## src/rtl/encrypt_pipe_pkg.sv

```systemverilog
// encrypt_pipe_pkg: shared types, constants and key helpers for the encrypt pipe controller.
//   ctrl_state_t    : controller states IDLE / RUN / DRAIN
//   cfg_t           : one configuration transaction (keys, rot_freq, shift_en, shift_amt, mode)
//   KEY_MOD_DEFAULT : alphabet size used for key stepping
package encrypt_pipe_pkg;

    localparam int KEY_MOD_DEFAULT = 26;

    typedef enum logic [1:0] {IDLE, RUN, DRAIN} ctrl_state_t;

    typedef struct packed {
        logic [7:0] k1;
        logic [7:0] k2;
        logic [7:0] k3;
        logic [2:0] rot_freq;
        logic       shift_en;
        logic       shift_amt;
        logic       mode;
    } cfg_t;

    // Keys outside the alphabet are loaded as 0.
    function automatic logic [7:0] key_sanitize(input logic [7:0] k, input int modulus);
        return (int'(k) >= modulus) ? 8'd0 : k;
    endfunction

    function automatic logic [7:0] key_inc(input logic [7:0] k, input int modulus);
        return (int'(k) >= modulus - 1) ? 8'd0 : k + 8'd1;
    endfunction

endpackage

```

## src/rtl/encrypt_pipe_ctrl_stepper.sv

```systemverilog
// encrypt_key_stepper: step counter plus odometer-style k1/k2/k3 key registers.
//   clk, rst          : clock, asynchronous active-low reset
//   load_i, k*_i      : load (sanitized) initial keys and clear the step counter
//   rot_freq_i        : accepted bytes per key step, 0 disables stepping
//   adv_i             : one byte accepted this cycle
//   k1_o, k2_o, k3_o  : current keys
module encrypt_key_stepper
    import encrypt_pipe_pkg::*;
#(
    parameter int KEY_MOD = KEY_MOD_DEFAULT
) (
    input  logic       clk,
    input  logic       rst,
    input  logic       load_i,
    input  logic [7:0] k1_i,
    input  logic [7:0] k2_i,
    input  logic [7:0] k3_i,
    input  logic [2:0] rot_freq_i,
    input  logic       adv_i,
    output logic [7:0] k1_o,
    output logic [7:0] k2_o,
    output logic [7:0] k3_o
);

    localparam logic [7:0] KMAX = 8'(KEY_MOD - 1);

    logic [2:0] cnt_q, cnt_d, cnt_inc;
    logic [7:0] k1_q, k2_q, k3_q, k1_d, k2_d, k3_d;
    logic       adv, step, wrap1, wrap2;

    assign adv     = adv_i && rot_freq_i != 3'd0;
    assign cnt_inc = cnt_q + 3'd1;
    assign step    = adv && cnt_inc == rot_freq_i;
    // Carries ripple only through keys sitting at the top of the alphabet.
    assign wrap1   = step && k1_q == KMAX;
    assign wrap2   = wrap1 && k2_q == KMAX;

    always_comb begin
        cnt_d = load_i ? 3'd0 : adv ? (step ? 3'd0 : cnt_inc) : cnt_q;
        k1_d  = load_i ? key_sanitize(k1_i, KEY_MOD) : step  ? key_inc(k1_q, KEY_MOD) : k1_q;
        k2_d  = load_i ? key_sanitize(k2_i, KEY_MOD) : wrap1 ? key_inc(k2_q, KEY_MOD) : k2_q;
        k3_d  = load_i ? key_sanitize(k3_i, KEY_MOD) : wrap2 ? key_inc(k3_q, KEY_MOD) : k3_q;
    end

    always_ff @(posedge clk or negedge rst) begin
        if (!rst) begin
            cnt_q <= 3'd0;
            k1_q  <= 8'd0;
            k2_q  <= 8'd0;
            k3_q  <= 8'd0;
        end else begin
            cnt_q <= cnt_d;
            k1_q  <= k1_d;
            k2_q  <= k2_d;
            k3_q  <= k3_d;
        end
    end

    assign k1_o = k1_q;
    assign k2_o = k2_q;
    assign k3_o = k3_q;

endmodule

```

## src/rtl/encrypt_pipe_ctrl.sv

```systemverilog
// encrypt_pipe_ctrl: sequencing controller feeding the encrypt pipe's first stage.
//   clk, rst                      : clock, asynchronous active-low reset
//   cfg_valid/cfg_ready, cfg_*    : one configuration transaction per message (IDLE only)
//   s_valid/s_ready/s_data/s_last : byte stream in, paced by output-buffer credits
//   crd_ret                       : one output-buffer entry freed
//   pipe_en/pipe_din/pipe_k*      : issued byte and its keys, one cycle after accept
//   pipe_rot_freq/shift_*/mode    : latched configuration
//   busy, done, cred_err          : status; done pulses after the drain
//   ENCRYPT_PIPE_CTRL_STATS_EN    : adds stat_bytes / stat_stalls counters
module encrypt_pipe_ctrl
    import encrypt_pipe_pkg::*;
#(
    parameter int PIPE_DEPTH = 4,
    parameter int CREDITS    = 8,
    parameter int KEY_MOD    = KEY_MOD_DEFAULT
) (
    input  logic        clk,
    input  logic        rst,
    input  logic        cfg_valid,
    output logic        cfg_ready,
    input  logic [7:0]  cfg_k1,
    input  logic [7:0]  cfg_k2,
    input  logic [7:0]  cfg_k3,
    input  logic [2:0]  cfg_rot_freq,
    input  logic        cfg_shift_en,
    input  logic        cfg_shift_amt,
    input  logic        cfg_mode,
    input  logic        s_valid,
    output logic        s_ready,
    input  logic [7:0]  s_data,
    input  logic        s_last,
    input  logic        crd_ret,
    output logic        pipe_en,
    output logic [7:0]  pipe_din,
    output logic [7:0]  pipe_k1,
    output logic [7:0]  pipe_k2,
    output logic [7:0]  pipe_k3,
    output logic [2:0]  pipe_rot_freq,
    output logic        pipe_shift_en,
    output logic        pipe_shift_amt,
    output logic        pipe_mode,
    output logic        busy,
    output logic        done,
    output logic        cred_err
`ifdef ENCRYPT_PIPE_CTRL_STATS_EN
    ,
    output logic [15:0] stat_bytes,
    output logic [15:0] stat_stalls
`endif
);

    localparam int CW = $clog2(CREDITS + 1);
    localparam int DW = $clog2(PIPE_DEPTH + 1);
    localparam logic [CW-1:0] CRED_MAX  = CW'(CREDITS);
    localparam logic [DW-1:0] DRAIN_LEN = DW'(PIPE_DEPTH);

    ctrl_state_t   state_q;
    cfg_t          cfg_in;
    logic [CW-1:0] cred_q, cred_d;
    logic [DW-1:0] drain_q;
    logic          accept, cfg_accept, cred_ovf;
    logic [7:0]    key1, key2, key3;

    assign cfg_in = '{k1: cfg_k1, k2: cfg_k2, k3: cfg_k3, rot_freq: cfg_rot_freq,
                      shift_en: cfg_shift_en, shift_amt: cfg_shift_amt, mode: cfg_mode};

    // Gated by rst so every output reads 0 while reset is held.
    assign cfg_ready  = rst && state_q == IDLE;
    assign s_ready    = state_q == RUN && cred_q != '0;
    assign busy       = state_q != IDLE;
    assign accept     = s_valid && s_ready;
    assign cfg_accept = cfg_valid && cfg_ready;
    // A return with nothing outstanding is dropped and flagged.
    assign cred_ovf   = crd_ret && !accept && cred_q == CRED_MAX;
    assign cred_d     = (accept && !crd_ret) ? cred_q - 1'b1 :
                        (crd_ret && !accept && !cred_ovf) ? cred_q + 1'b1 : cred_q;

    encrypt_key_stepper #(.KEY_MOD(KEY_MOD)) u_stepper (
        .clk        (clk),
        .rst        (rst),
        .load_i     (cfg_accept),
        .k1_i       (cfg_in.k1),
        .k2_i       (cfg_in.k2),
        .k3_i       (cfg_in.k3),
        .rot_freq_i (pipe_rot_freq),
        .adv_i      (accept),
        .k1_o       (key1),
        .k2_o       (key2),
        .k3_o       (key3)
    );

    always_ff @(posedge clk or negedge rst) begin
        if (!rst) begin
            state_q        <= IDLE;
            cred_q         <= CRED_MAX;
            drain_q        <= '0;
            pipe_en        <= 1'b0;
            pipe_din       <= 8'd0;
            pipe_k1        <= 8'd0;
            pipe_k2        <= 8'd0;
            pipe_k3        <= 8'd0;
            pipe_rot_freq  <= 3'd0;
            pipe_shift_en  <= 1'b0;
            pipe_shift_amt <= 1'b0;
            pipe_mode      <= 1'b0;
            done           <= 1'b0;
            cred_err       <= 1'b0;
        end else begin
            cred_q   <= cred_d;
            cred_err <= cred_ovf || (cred_err && !cfg_accept);
            pipe_en  <= accept;
            done     <= 1'b0;
            // Keys are captured before the stepper applies this byte's step.
            if (accept) begin
                pipe_din <= s_data;
                pipe_k1  <= key1;
                pipe_k2  <= key2;
                pipe_k3  <= key3;
            end
            case (state_q)
                IDLE: if (cfg_accept) begin
                    pipe_rot_freq  <= cfg_in.rot_freq;
                    pipe_shift_en  <= cfg_in.shift_en;
                    pipe_shift_amt <= cfg_in.shift_amt;
                    pipe_mode      <= cfg_in.mode;
                    state_q        <= RUN;
                end
                RUN: if (accept && s_last) begin
                    drain_q <= DRAIN_LEN;
                    state_q <= DRAIN;
                end
                DRAIN: if (drain_q <= DW'(1)) begin
                    drain_q <= '0;
                    done    <= 1'b1;
                    state_q <= IDLE;
                end else begin
                    drain_q <= drain_q - 1'b1;
                end
                default: state_q <= IDLE;
            endcase
        end
    end

`ifdef ENCRYPT_PIPE_CTRL_STATS_EN
    always_ff @(posedge clk or negedge rst) begin
        if (!rst) begin
            stat_bytes  <= 16'd0;
            stat_stalls <= 16'd0;
        end else if (cfg_accept) begin
            stat_bytes  <= 16'd0;
            stat_stalls <= 16'd0;
        end else if (state_q == RUN) begin
            if (accept && stat_bytes != 16'hFFFF)
                stat_bytes <= stat_bytes + 16'd1;
            if (s_valid && !s_ready && stat_stalls != 16'hFFFF)
                stat_stalls <= stat_stalls + 16'd1;
        end
    end
`endif

endmodule

```

## config.mk

```make
export PLATFORM = sky130hd
export DESIGN_NAME = encrypt_pipe_ctrl
export DESIGN_NICKNAME = d
export VERILOG_FILES = /design/src/rtl/encrypt_pipe_pkg.sv /design/src/rtl/encrypt_pipe_ctrl_stepper.sv /design/src/rtl/encrypt_pipe_ctrl.sv
export SDC_FILE = /design/constraint.sdc
export NUM_CORES = 1
export LEC_CHECK = 0
export ABC_CLOCK_PERIOD_IN_PS = 3200
export BUFFER_PORTS_ARGS = -buffer_cell sky130_fd_sc_hd__buf_2
export CORE_MARGIN = 2
export CORE_UTILIZATION = 35
export CTS_BUF_LIST = sky130_fd_sc_hd__clkbuf_16
export CTS_CLUSTER_DIAMETER = 100
export DETAILED_ROUTE_END_ITERATION = 10
export PLACE_DENSITY_LB_ADDON = 0.12
export SYNTH_ARGS = -nofsm -noshare
export SYNTH_HDL_FRONTEND = slang
export SYNTH_SLANG_ARGS = --single-unit
```

## constraint.sdc

```tcl
create_clock -name clk -period 3.2 [get_ports clk]
set_input_delay 0.64 -clock clk [delete_from_list [all_inputs] [get_ports clk]]
set_output_delay 0.64 -clock clk [all_outputs]
set_load 0.005 [all_outputs]
```

# After elaboration in Yosys (flattened, before gate mapping)
# Index checks and enable logic that the tools add are counted.
# W data, S select, Z words.
[classes]
order_cmp = 7
n_addsub = 7
n_mux = 26
reduce_logical = 32
n_eq_ne = 9
[ops]
columns = ["cell", "count"]
rows = [
  ["$mux W8", 12],
  ["$ge A8 B5 Y1 const B", 6],
  ["$add A8 B1 Y8 const B", 3],
  ["$eq A8 B5 Y1 const B", 2],
  ["$mux W3", 5],
  ["$logic_and A1 B1 Y1", 14],
  ["$reduce_bool A2 Y1", 7],
  ["$mux W4", 2],
  ["$mux W2", 3],
  ["$pmux W2 S3", 1],
  ["$pmux W3 S2", 1],
  ["$add A4 B1 Y4 const B", 1],
  ["$eq A4 B4 Y1 const B", 1],
  ["$logic_not A1 Y1", 4],
  ["$ne A2 B2 Y1 const B", 2],
  ["$reduce_and A2 Y1", 2],
  ["$reduce_bool A4 Y1", 1],
  ["$sub A4 B1 Y4 const B", 1],
  ["$add A3 B1 Y3 const B", 1],
  ["$eq A3 B3 Y1", 1],
  ["$le A3 B1 Y1 const B", 1],
  ["$reduce_and A3 Y1", 1],
  ["$reduce_bool A3 Y1", 1],
  ["$sub A3 B1 Y3 const B", 1],
  ["6 further kinds", 7],
]
[word_totals]
reg_bits = 77
elab_cells = 99

# Logic depth before layout (Yosys ltp)
# Gate-level depths: netlist (run 1).
[depth]
ltp_word = 10
ltp_mapped = 11

# By module
# Synthesis (run 1) repeated with hierarchy kept, for this count alone.
[hier_totals]
cells_unflattened = 334
area_unflattened_um2 = 4135.2
[modules_own_cells]
columns = ["module", "area_per_inst_um2", "instances", "cells_per_inst", "seq_area_each_um2"]
rows = [
  ["encrypt_pipe_ctrl", 2253.4, 1, 147, 1252.5],
  ["encrypt_key_stepper", 1881.8, 1, 187, 675.6],
]

# Least setup slack after synthesis (run 1)
# Ideal clock, no wire load.
[synth_path]
path_kind = "in2reg"
startpoint = "input s_valid"
endpoint = "register cred_q[2]"
path_stages = 9
setup_time_ns = 0.126
arrival_time_ns = 2.454
slack_ns = 0.620
path_cell_list = "and3b_1 > clkbuf_1 > nand2_1 > nor2_1 > inv_1 > fa_1 > xnor2_1 > mux2_2 > a221o_1"
[synth_via]
elab_chain_cells = 7
[synth_rtl]
columns = ["element", "line_no", "rtl"]
rows = [
  ["start: declaration", "encrypt_pipe_ctrl.sv:28", "input logic s_valid,"],
  ["$logic_and A1 B1 Y1 (*)", "encrypt_pipe_ctrl.sv:71", "assign accept = s_valid && s_ready;"],
  ["$logic_not A1 Y1", "encrypt_pipe_ctrl.sv:74, encrypt_pipe_ctrl.sv:76", ""],
  ["$logic_and A1 B1 Y1", "encrypt_pipe_ctrl.sv:74, encrypt_pipe_ctrl.sv:76", ""],
  ["$logic_and A1 B1 Y1", "encrypt_pipe_ctrl.sv:74", "assign cred_ovf = crd_ret && !accept && cred_q == CRED_MAX;"],
  ["$logic_not A1 Y1", "encrypt_pipe_ctrl.sv:76", "(crd_ret && !accept && !cred_ovf) ? cred_q + 1'b1 : cred_q;"],
  ["$logic_and A1 B1 Y1", "encrypt_pipe_ctrl.sv:76", ""],
  ["$reduce_bool A2 Y1 (no line)", "--", ""],
  ["end signal: assignment", "encrypt_pipe_ctrl.sv:109", "cred_q <= cred_d;"],
  ["end: declaration", "encrypt_pipe_ctrl.sv:59", "logic [CW-1:0] cred_q, cred_d;"],
]
# Every way passes the cells marked *; elsewhere a longest branch is shown, timed or not.
# A chain may end at the register's enable or synchronous reset.

# Final worst setup path (run 1)
[layout_path]
startpoint = "register state_q[1]"
endpoint = "register cred_q[2]"
[layout_via]
elab_chain_cells = 9
[layout_rtl]
columns = ["element", "line_no", "rtl"]
rows = [
  ["start: declaration", "encrypt_pipe_ctrl.sv:57", "ctrl_state_t state_q;"],
  ["start signal: assignment", "encrypt_pipe_ctrl.sv:94", "state_q <= IDLE;"],
  ["start signal: assignment", "encrypt_pipe_ctrl.sv:126", "state_q <= RUN;"],
  ["start signal: assignment", "encrypt_pipe_ctrl.sv:130", "state_q <= DRAIN;"],
  ["$eq A2 B1 Y1 (*)", "encrypt_pipe_ctrl.sv:69", "assign s_ready = state_q == RUN && cred_q != '0;"],
  ["$logic_and A1 B1 Y1 (*)", "encrypt_pipe_ctrl.sv:69", ""],
  ["$logic_and A1 B1 Y1 (*)", "encrypt_pipe_ctrl.sv:71", ""],
  ["$logic_not A1 Y1", "encrypt_pipe_ctrl.sv:74, encrypt_pipe_ctrl.sv:76", ""],
  ["$logic_and A1 B1 Y1", "encrypt_pipe_ctrl.sv:74, encrypt_pipe_ctrl.sv:76", ""],
  ["$logic_and A1 B1 Y1", "encrypt_pipe_ctrl.sv:74", ""],
  ["$logic_not A1 Y1", "encrypt_pipe_ctrl.sv:76", ""],
  ["$logic_and A1 B1 Y1", "encrypt_pipe_ctrl.sv:76", ""],
  ["$reduce_bool A2 Y1 (no line)", "--", ""],
]
# Marks and branches as above.

==> implementation parameters, run 1 <==
Parameter                              Value

STA
  Max Fclk ... 0.374 GHz
  Worst Skew ... 0.00525 ns
  Slew Limit Headroom ... 0.374
  Post-layout minimum cycle time ... 2.67 ns
  Final period utilization ... 0.835
  Worst Max-Slew Pin Slew ... 0.939 ns
  Setup violation total in the final timing report ... 0
  Setup repair after global routing missed its margin ... no
  Final hold violation count ... 0
  Total negative slack ... 0 ns
  Post-Route Hold Slack ... 0.111 ns
  Final Max Slew Viols ... 0

Synth
  Number of synthesized flops with an enable pin ... 0
  Syn_nets ... 427
  Post-Synth Simple-Gate Area ... 0.177
  Synthesized-area fraction occupied by adder cells ... 0.0496
  Post-synthesis average cell area ... 10.7 um^2
  Mapped Cells ... 368
  Post-synth top area cell ... dfrtp_1
  Post-synthesis cell type count ... 64
  Fraction of synthesized area in multiplexers ... 0.102
  Xor and xnor area share after synthesis ... 0.0169
  Synth top area share ... 0.484
  Synth Warn # ... 0
  Primary flip-flop cell chosen by synthesis mapping ... dfrtp_1
  Most used standard cells in the synthesized netlist ... dfrtp_1, nand2_1, mux2_2
  Combinational family with the most area after synthesis ... simple AND/OR/NAND/NOR gates
  Portion of the post-synthesis area used by sequential elements ... 0.490
  Synthesized-area fraction occupied by ao, oa, aoi and oai cells ... 0.133
  Combined area of all synthesized cells ... 3930 um^2
  Asr flop ratio synth ... 1.00
  Most instantiated library cell after synthesis ... dfrtp_1
  Register bit count reported by yosys ... 77
  Biggest area contributors in the synthesized netlist ... dfrtp_1, mux2_2, ha_1

Clocking
  Maximum level of the CTS H-tree ... 3
  Post-CTS sizing ... 0
  CTS sink cnt ... 77
  TritonCTS clock tree ... done
  Latest clock arrival within the worst-skew pair ... 0.32 ns
  Clock transition at path regs ... 0.06 ns
  Setup bufs post-CTS ... 0
  Cell chosen for the clock root ... clkbuf_16
  CTS Buf Count ... 9
  Hold-fix buffer count after cts ... 0
  Max Buffers Root-to-Sink ... 2

Flow run
  Total of max-cap violations ... 0

Pwr
  Net switching component of the power ... 1.54 mW
  Static power due to leakage ... 2.32 nW
  Relative contribution of sequential cells to total power ... 0.397
  Power per Cell Area ... 871 nW/um^2
  Internal power ... 2.63 mW
  Share of power burned in the clock network ... 0.215
  Net switching fraction of the power ... 0.368
  Portion of total power attributed to combinational logic ... 0.388
  Largest vdd supply drop ... 0.355 mV

Critical path
  FF-to-FF setup slack ... 0.53 ns
  Crit path to ... cred_q[2]
  Worst Reg2Reg Path Length in Cells ... 8
  Critical Path End Type ... register
  Startpoint class of the critical path ... register
  Beginning of the worst register-to-register path ... state_q[1]
  Required time of the critical path ... 3.41 ns
  Category of the most critical setup path ... reg -> reg
  CP Data Arrival Time ... 2.88 ns
  Max FO, Critical Path ... 8
  Beginning of the critical path ... state_q[1]
  Crit Reg-Reg Endpoint ... cred_q[2]

Drt
  Wire length after detailed routing ... 9080 um
  Post-detailed-route wirelength per cell ... 15.1 um
  Vias after detailed routing ... 3150
  Vias per cell ... 5.23
  Pre-Repair DR Iteration Count ... 4
  Initial DRC Count ... 132
  Remaining antenna violation count after routing ... 0
  Number of remaining DRC errors ... 0

Layout
  P&R area growth vs syn ... 21.8%
  N_diodes ... 0
  Proportion of layout cells with a drive suffix above 1 ... 0.329
  Post-route cell area ... 4790 um^2
  Total number of nets in the final design ... 518
  Utilization after layout ... 0.440

Global routing
  Antenna violations before repair ... 0
  Wire length of the first global-routing pass ... 14900 um
  Maximum number of pins on one net before global-route repair ... 74
  Global Route Usage Sum ... 0.157
  Number of global-route vias before repair ... 3072
  Total gr overflow ... 0

Die
  Area of the die ... 12100 um^2
  Die Span X ... 110 um
  Height of the die ... 110 um
  Effective utilization at floorplan ... 0.361
  Top-level port count ... 88
  Site row count ... 38
  Placeable Area ... 10900 um^2

Placement
  GPL Wtd Cong ... 0.912
  Instance area after placement ... 4530 um^2
  Number of buffers inserted by port buffering ... 87
  Dpl hpwl ... 6550 um

Hold path
  Hold/Removal Path Class ... in -> async

Status
  Run status ... finished clean
-- critical path, cell delays in order (launching register included) --
cell and delay, ns:
dfrtp_1 0.44, and3b_1 0.41, nand2_1 0.16, nor2_1 0.29, inv_1 0.10, fa_1 0.40
xnor2_1 0.18, mux2_2 0.28, a221o_1 0.28
-- cells by family after synthesis --
logic type | Yosys count
XOR/XNOR | 6
flip-flops | 77
multiplexers | 36
adder cells (fa/ha/maj) | 15
AO/OA/AOI/OAI | 77
buffers and inverters | 30
AND/OR/NAND/NOR | 127
-- cells in the final DEF, fill, tap and decap left out, drive strengths merged, types with 4 or more instances in the layout --
| master | netlist | final |
|---|---|---|
| nor4 | 5 | 5 |
| and3 | 8 | 8 |
| nor3 | 9 | 9 |
| buf | 5 | 92 |
| xnor2 | 4 | 4 |
| o21ai | 18 | 18 |
| nand2 | 45 | 45 |
| dfrtp | 76 | 76 |
| ha | 14 | 14 |
| nand3 | 14 | 14 |
| nor2b | 4 | 4 |
| nor2 | 16 | 16 |
| inv | 18 | 18 |
| mux2 | 33 | 33 |
| a31oi | 5 | 5 |
| a21oi | 20 | 20 |
| nor3b | 4 | 4 |
| clkbuf | 7 | 9 |
-- power by group through the flow --
stage	Clock (mW)	Sequential (mW)	Combinational, mW
2_1_floorplan	0	1.60	1.14
3_5_place_dp	0	1.68	1.63
4_1_cts	0.931	1.66	1.64
3_3_place_gp	0	1.67	1.61
6_report	0.897	1.66	1.62
5_1_grt	0.966	1.72	1.84
-- through the flow --
step	setup WS, ns	instances	total power [mW]
6_report	0.530	602	4.17
5_1_grt	0.370	602	4.53
4_1_cts	0.571	602	4.24
3_5_place_dp	0.381	588	3.31
3_3_place_gp	0.497	588	3.27
2_1_floorplan	0.620	368	2.75
-- state kept, by name, summed over array words and instances (netlist names) --
name and count:
pipe_k2 8, pipe_k3 8, pipe_rot_freq 3, u_stepper.cnt_q 3, pipe_shift_en 1, u_stepper.k2_o 8, u_stepper.k3_o 8, drain_q 3
cred_q 4, pipe_mode 1, pipe_k1 8, pipe_shift_amt 1, pipe_din 8, u_stepper.k1_o 8, done 1, pipe_en 1
cred_err 1, state_q 2
-- per-layer routing --
metal | up-vias | GRT usage | share of wire
met5 | - | 0 | 0
met2 | 86 | 0.262 | 0.48
met4 | 0 | 0.0533 | 0.012
met1 | 1526 | 0.205 | 0.46
met3 | 9 | 0.0288 | 0.048
li1 | 1529 | - | -
-- worst min path at each step --
stage          cells after the start  startpoint          to  slack, ns
6_report                           1         rst  drain_q[2]       0.11
3_5_place_dp                       1         rst  drain_q[2]       0.45
5_1_grt                            1         rst  drain_q[2]        0.1
4_1_cts                            1         rst  drain_q[2]        0.1
2_1_floorplan                      0         rst    cred_err       0.34
3_3_place_gp                       1         rst  drain_q[2]       0.45
-- layout make-up --
type	instances	area (um^2)
clock buffers	9	225
clock inverters	5	30.0
fillers	1065	6100
inverters	18	67.6
multi-input cells	261	1890
flip-flops and latches	77	1930
well taps	140	175
repair buffers	92	475
Power figures use the tool's default switching activity.
==> run 2, diff against run 1 <==
--- a/config.mk
+++ b/config.mk
@@ -5,7 +5,7 @@
 export SDC_FILE = /design/constraint.sdc
 export NUM_CORES = 1
 export LEC_CHECK = 0
-export ABC_CLOCK_PERIOD_IN_PS = 3200
+export ABC_CLOCK_PERIOD_IN_PS = 2740
 export BUFFER_PORTS_ARGS = -buffer_cell sky130_fd_sc_hd__buf_2
 export CORE_MARGIN = 2
 export CORE_UTILIZATION = 35
==> constraint.sdc (replaced) <==
create_clock -name clk -period 2.74 [get_ports clk]
set_input_delay 0.548 -clock clk [delete_from_list [all_inputs] [get_ports clk]]
set_output_delay 0.548 -clock clk [all_outputs]
set_load 0.005 [all_outputs]
==> run 2 against run 1 <==
- non-clock buffer count increased by 5
- maximum frequency is 7.7% higher
- core utilization is 0.92 points higher
- final cell count grew 1.2%
- clock skew down 0.0014 ns
- clock power is 42% higher
- register-to-register slack got worse by 0.27 ns
- first-iteration DRC count grew 19%
- sequential cell count is the same
- highest routed layer unchanged
==> implementation parameters, run 2 (same netlist as run 1, synthesis figures left out) <==
Parameter                              Value

Layout
  Highest-count cells in the layout ignoring fill and taps ... buf_2, dfrtp_1, nand2_1
  N_diodes ... 0 (unchanged)
  Post-route cell area ... 4890 um^2 (+2.1%)
  Utilization after layout ... 0.449 (+0.00919)
  Most frequent standard cell in the layout excluding fill and tap cells ... buf_2
  Fin cells ... 609 (+1.2%)
  Total number of nets in the final design ... 523 (+0.97%)
  P&R area growth vs syn ... 24.4%
  Proportion of layout cells with a drive suffix above 1 ... 0.335 (+0.00575)

Global routing
  Wire length of the first global-routing pass ... 15200 um (+2.5%)
  Antenna violations before repair ... 0 (unchanged)
  Maximum number of pins on one net before global-route repair ... 55 (-26%)
  Global Route Usage Sum ... 0.165 (+0.00785)
  Total gr overflow ... 0 (unchanged)
  Number of global-route vias before repair ... 3133 (+2.0%)

Critical path
  Startpoint class of the critical path ... register
  Max FO, Critical Path ... 8 (unchanged)
  Crit Reg-Reg Endpoint ... cred_q[2]
  Beginning of the critical path ... state_q[1]
  FF-to-FF setup slack ... 0.26 ns (-0.27 ns)
  CP Data Arrival Time ... 2.70 ns (-0.18 ns)
  Category of the most critical setup path ... reg -> reg
  Critical Path End Type ... register
  Crit path to ... cred_q[2]
  Worst Reg2Reg Path Length in Cells ... 9 (+1)
  Beginning of the worst register-to-register path ... state_q[1]
  Required time of the critical path ... 2.96 ns (-0.45 ns)

Drt
  Number of remaining DRC errors ... 0 (unchanged)
  Pre-Repair DR Iteration Count ... 4 (unchanged)
  Post-detailed-route wirelength per cell ... 15.1 um (+0.37%)
  Wire length after detailed routing ... 9220 um (+1.5%)
  Initial DRC Count ... 157 (+19%)
  Remaining antenna violation count after routing ... 0 (unchanged)
  Vias per cell ... 5.19 (-0.80%)
  Vias after detailed routing ... 3161 (+0.35%)

Die
  Site row count ... 38 (unchanged)
  Placeable Area ... 10900 um^2 (unchanged)
  Height of the die ... 110 um (unchanged)
  Effective utilization at floorplan ... 0.361 (unchanged)
  Top-level port count ... 88 (unchanged)
  Area of the die ... 12100 um^2 (unchanged)
  Die Span X ... 110 um (unchanged)

STA
  Final hold violation count ... 0 (unchanged)
  Slew Limit Headroom ... 0.515 (+0.141)
  Worst Skew ... 0.00382 ns (-0.00143 ns)
  Worst Max-Slew Pin Slew ... 0.727 ns (-0.211 ns)
  Final Max Slew Viols ... 0 (unchanged)
  Max Fclk ... 0.403 GHz (+7.7%)
  Post-layout minimum cycle time ... 2.48 ns (-0.192 ns)
  Final period utilization ... 0.905 (+0.0701)
  Setup violation total in the final timing report ... 0 (unchanged)
  Setup repair after global routing missed its margin ... no
  Total negative slack ... 0 ns (unchanged)

Clocking
  CTS Buf Count ... 9 (unchanged)
  Latest clock arrival within the worst-skew pair ... 0.33 ns (about the same)
  CTS sink cnt ... 77 (unchanged)
  Max Buffers Root-to-Sink ... 2 (unchanged)
  Post-CTS sizing ... 0 (unchanged)
  Setup bufs post-CTS ... 0 (unchanged)
  Maximum level of the CTS H-tree ... 3 (unchanged)
  Clock transition at path regs ... 0.06 ns (about the same)
  TritonCTS clock tree ... done
  Hold-fix buffer count after cts ... 1 (+1)
  Cell chosen for the clock root ... clkbuf_16

Pwr
  Largest vdd supply drop ... 0.548 mV (+54%)
  Static power due to leakage ... 2.37 nW (+2.4%)
  Power per Cell Area ... 1050 nW/um^2 (+20%)
  Power after layout ... 5.12 mW (+23%)

Flow run
  Total of max-cap violations ... 0 (unchanged)

Placement
  Number of cells in the design after placement ... 592 (+0.68%)
  Instance area after placement ... 4560 um^2 (+0.66%)
  Number of buffers inserted by port buffering ... 87 (unchanged)
  Dpl hpwl ... 6630 um (+1.2%)
  GPL Wtd Cong ... 0.816 (-11%)

Status
  Run status ... finished clean

Hold path
  Hold/Removal Path Class ... in -> reg
[run 2: through the flow]
stage          hold slack (ns)  setup WS (ns)
2_1_floorplan            0.252          0.252
3_3_place_gp             0.344          0.264
3_5_place_dp             0.346          0.130
4_1_cts                  0.391          0.274
5_1_grt                  0.396         0.0670
6_report                 0.402          0.261
[run 2: final cells by class]
| type | instances | area [um^2] |
|---|---|---|
| well taps | 140 | 175 |
| clock inverters | 7 | 90.1 |
| repair buffers | 97 | 515 |
| clock buffers | 9 | 225 |
| fillers | 1060 | 6000 |
| inverters | 18 | 67.6 |
| flip-flops and latches | 77 | 1930 |
| multi-input cells | 261 | 1890 |
[run 2: how the worst min path moves through the flow]
stage | to | depth (start not counted) | slack (ns) | from
after floorplan | cred_err | 0 | 0.25 | rst
after global placement | state_q[0] | 1 | 0.34 | rst
after detailed placement | state_q[0] | 1 | 0.35 | rst
after CTS | pipe_rot_freq[1] | 3 | 0.39 | cfg_rot_freq[1]
after global routing | pipe_shift_en | 3 | 0.40 | cfg_shift_en
final | pipe_rot_freq[1] | 3 | 0.40 | cfg_rot_freq[1]
[run 2: report_power, final]
group / total (mW) / leakage (nW) / internal [mW] / switching, mW
registers: 1.93 / 0.983 / 1.53 / 0.395
logic: 1.93 / 1.24 / 0.966 / 0.964
clock network: 1.27 / 0.153 / 0.792 / 0.473
[run 2: worst max-delay path, cell delays in order, from the launching register on]
cell	delay, ns
dfrtp_1	0.42
and3b_1	0.39
nand2_1	0.14
nor2_1	0.15
inv_1	0.07
fa_1	0.39
xnor2_1	0.21
mux2i_1	0.16
o21ai_0	0.09
a221o_1	0.34
[run 2: metal layers]
layer	global-route usage	wire length (um)	vias up	share of wire
met2	0.256	4260	77	0.46
met1	0.220	4370	1544	0.47
met4	0.0696	116	0	0.013
met5	0	0	-	0
met3	0.0388	468	9	0.051
li1	-	-	1531	-
==> run 3, diff against run 2 <==
--- a/config.mk
+++ b/config.mk
@@ -7,11 +7,14 @@
 export LEC_CHECK = 0
 export ABC_CLOCK_PERIOD_IN_PS = 2740
 export BUFFER_PORTS_ARGS = -buffer_cell sky130_fd_sc_hd__buf_2
+export CELL_PAD_IN_SITES_DETAIL_PLACEMENT = 1
+export CELL_PAD_IN_SITES_GLOBAL_PLACEMENT = 1
 export CORE_MARGIN = 2
 export CORE_UTILIZATION = 35
 export CTS_BUF_LIST = sky130_fd_sc_hd__clkbuf_16
 export CTS_CLUSTER_DIAMETER = 100
 export DETAILED_ROUTE_END_ITERATION = 10
+export HOLD_SLACK_MARGIN = 0.03
 export PLACE_DENSITY_LB_ADDON = 0.12
 export SYNTH_ARGS = -nofsm -noshare
 export SYNTH_HDL_FRONTEND = slang
==> run 3 against run 2 <==
- maximum frequency down 1.7%
- global-route usage grew 1.5 points
- core utilization barely moved
- setup slack worse by 0.042 ns
- register-to-register slack worse by 0.04 ns
- non-clock buffer count did not move
- via count up 2.1%
- final cell count unchanged
- sequential share of layout area is essentially flat
- first-iteration DRC count is 29% lower
- clock power about the same
- critical path type unchanged
- largest power group is now combinational logic
==> implementation parameters, run 3 (same netlist as run 1, synthesis figures left out) <==
Parameter                              Value

Critical path
  Required time of the critical path ... 2.96 ns (about the same)
  Max FO, Critical Path ... 6 (-2)
  Beginning of the worst register-to-register path ... cred_q[0]
  Startpoint class of the critical path ... register
  Beginning of the critical path ... cred_q[0]
  Worst Reg2Reg Path Length in Cells ... 8 (-1)
  Critical Path End Type ... register
  CP Data Arrival Time ... 2.74 ns (+0.04 ns)
  FF-to-FF setup slack ... 0.22 ns (-0.04 ns)
  Crit Reg-Reg Endpoint ... cred_q[2]
  Category of the most critical setup path ... reg -> reg

Placement
  Dpl hpwl ... 7300 um (+10%)
  Instance area after placement ... 4560 um^2 (unchanged)
  Pre-CTS WS ... 0.0527 ns (-0.0776 ns)
  GPL Wtd Cong ... 0.823 (+0.85%)
  Number of buffers inserted by port buffering ... 87 (unchanged)
  Number of cells in the design after placement ... 592 (unchanged)

Layout
  Highest-count cells in the layout ignoring fill and taps ... buf_2, dfrtp_1, nand2_1
  P&R area growth vs syn ... 24.4% (about the same)
  N_diodes ... 0 (unchanged)
  Total number of nets in the final design ... 523 (unchanged)
  Utilization after layout ... 0.449 (about the same)
  Fin cells ... 609 (unchanged)
  Proportion of layout cells with a drive suffix above 1 ... 0.335 (unchanged)
  Most frequent standard cell in the layout excluding fill and tap cells ... buf_2
  Total of fill cells in the finished design ... 1241 (+17%)
  Post-route cell area ... 4890 um^2 (about the same)

Clocking
  Maximum level of the CTS H-tree ... 3 (unchanged)
  Max Buffers Root-to-Sink ... 2 (unchanged)
  Clock transition at path regs ... 0.06 ns (about the same)
  CTS Buf Count ... 9 (unchanged)
  Latest clock arrival within the worst-skew pair ... 0.33 ns (about the same)
  Cell chosen for the clock root ... clkbuf_16
  TritonCTS clock tree ... done
  CTS sink cnt ... 77 (unchanged)
  Setup bufs post-CTS ... 0 (unchanged)

STA
  Final setup slack of the worst path ... 0.220 ns (-0.0417 ns)
  Final Max Slew Viols ... 0 (unchanged)
  Final hold violation count ... 0 (unchanged)
  Worst Max-Slew Pin Slew ... 0.640 ns (-0.0876 ns)
  Setup repair after global routing missed its margin ... no
  Final period utilization ... 0.920 (+0.0152)
  Post-layout minimum cycle time ... 2.52 ns (+0.0417 ns)
  Worst Skew ... 0.00737 ns (+0.00355 ns)
  Post-Route Hold Slack ... 0.401 ns (-0.000951 ns)
  Slew Limit Headroom ... 0.568 (+0.0530)
  Max Fclk ... 0.397 GHz (-1.7%)
  Setup violation total in the final timing report ... 0 (unchanged)
  Total negative slack ... 0 ns (unchanged)

Pwr
  Power after layout ... 5.16 mW (+0.73%)
  Largest vdd supply drop ... 0.399 mV (-27%)
  Static power due to leakage ... 2.37 nW (-0.12%)
  Power per Cell Area ... 1050 nW/um^2 (+0.67%)

Drt
  Pre-Repair DR Iteration Count ... 4 (unchanged)
  Remaining antenna violation count after routing ... 0 (unchanged)
  Post-detailed-route wirelength per cell ... 16.3 um (+8.0%)
  Number of remaining DRC errors ... 0 (unchanged)
  Vias per cell ... 5.30 (+2.1%)
  Wire length after detailed routing ... 9950 um (+8.0%)
  Initial DRC Count ... 111 (-29%)
  Vias after detailed routing ... 3228 (+2.1%)

Global routing
  Global Route Usage Sum ... 0.180 (+0.0153)
  Maximum number of pins on one net before global-route repair ... 45 (-18%)
  Total gr overflow ... 0 (unchanged)
  Number of global-route vias before repair ... 3323 (+6.1%)
  Wire length of the first global-routing pass ... 16600 um (+9.3%)
  Antenna violations before repair ... 0 (unchanged)

Die
  Top-level port count ... 88 (unchanged)
  Die Span X ... 110 um (unchanged)
  Area of the die ... 12100 um^2 (unchanged)
  Site row count ... 38 (unchanged)
  Height of the die ... 110 um (unchanged)
  Placeable Area ... 10900 um^2 (unchanged)
  Effective utilization at floorplan ... 0.361 (unchanged)

Hold path
  End point of the most critical hold path ... pipe_shift_en
  Worst hold path startpoint ... cfg_shift_en
  Number of cells on the worst hold path ... 3 (unchanged)
  Hold/Removal Path Class ... in -> reg

Flow run
  Total of max-cap violations ... 0 (unchanged)

Status
  Run status ... finished clean
## run 3: cell count changes in the layout (fill, tap and decap cells not counted), sizes merged
cell and change:
clkinv -2, inv +1, clkinvlp +1
## run 3: worst max path at each step
stage | to | slack, ns | depth (start not counted)
3_5_place_dp | cred_q[2] | 0.05 | 10
5_1_grt | cred_q[3] | 0.03 | 9
3_3_place_gp | cred_q[2] | 0.26 | 10
4_1_cts | cred_q[2] | 0.17 | 9
2_1_floorplan | cred_q[2] | 0.25 | 9
6_report | cred_q[2] | 0.22 | 8
## run 3: timing repair
item	CTS	global route
hold buffers	1	0
hold endpoints to repair	4	0
gates resized for setup	0	1
endpoints found under the setup margin	0	2
## run 3: layout make-up
cell class	instances	area, um^2	area share
inverter	18	67.6	0.0138
clock buffer	9	225	0.0460
sequential	77	1930	0.394
multi-input combinational	261	1890	0.386
timing repair buffer	97	515	0.105
tap	140	175	0.0358
clock inverter	7	91.3	0.0187
## run 3: power breakdown
| group | internal (mW) | switching [mW] |
|---|---|---|
| Combinational | 0.963 | 0.998 |
| Sequential | 1.53 | 0.403 |
| Clock | 0.792 | 0.471 |
| Total | 3.29 | 1.87 |
## run 3: per-layer routing
layer | up-vias | GRT usage | routed length (um)
li1 | 1523 | - | -
met1 | 1639 | 0.233 | 4560
met2 | 55 | 0.300 | 4880
met3 | 11 | 0.0359 | 367
met4 | 0 | 0.0606 | 147
met5 | - | 0 | 0
## run 3: critical path: stages, from the launching register on
cell and delay, ns:
dfrtp_1 0.47, nor4_4 0.49, nor2_1 0.14, buf_4 0.17, ha_1 0.30, xnor2_1 0.18, mux2i_1 0.19, o21ai_0 0.12
a221o_1 0.35
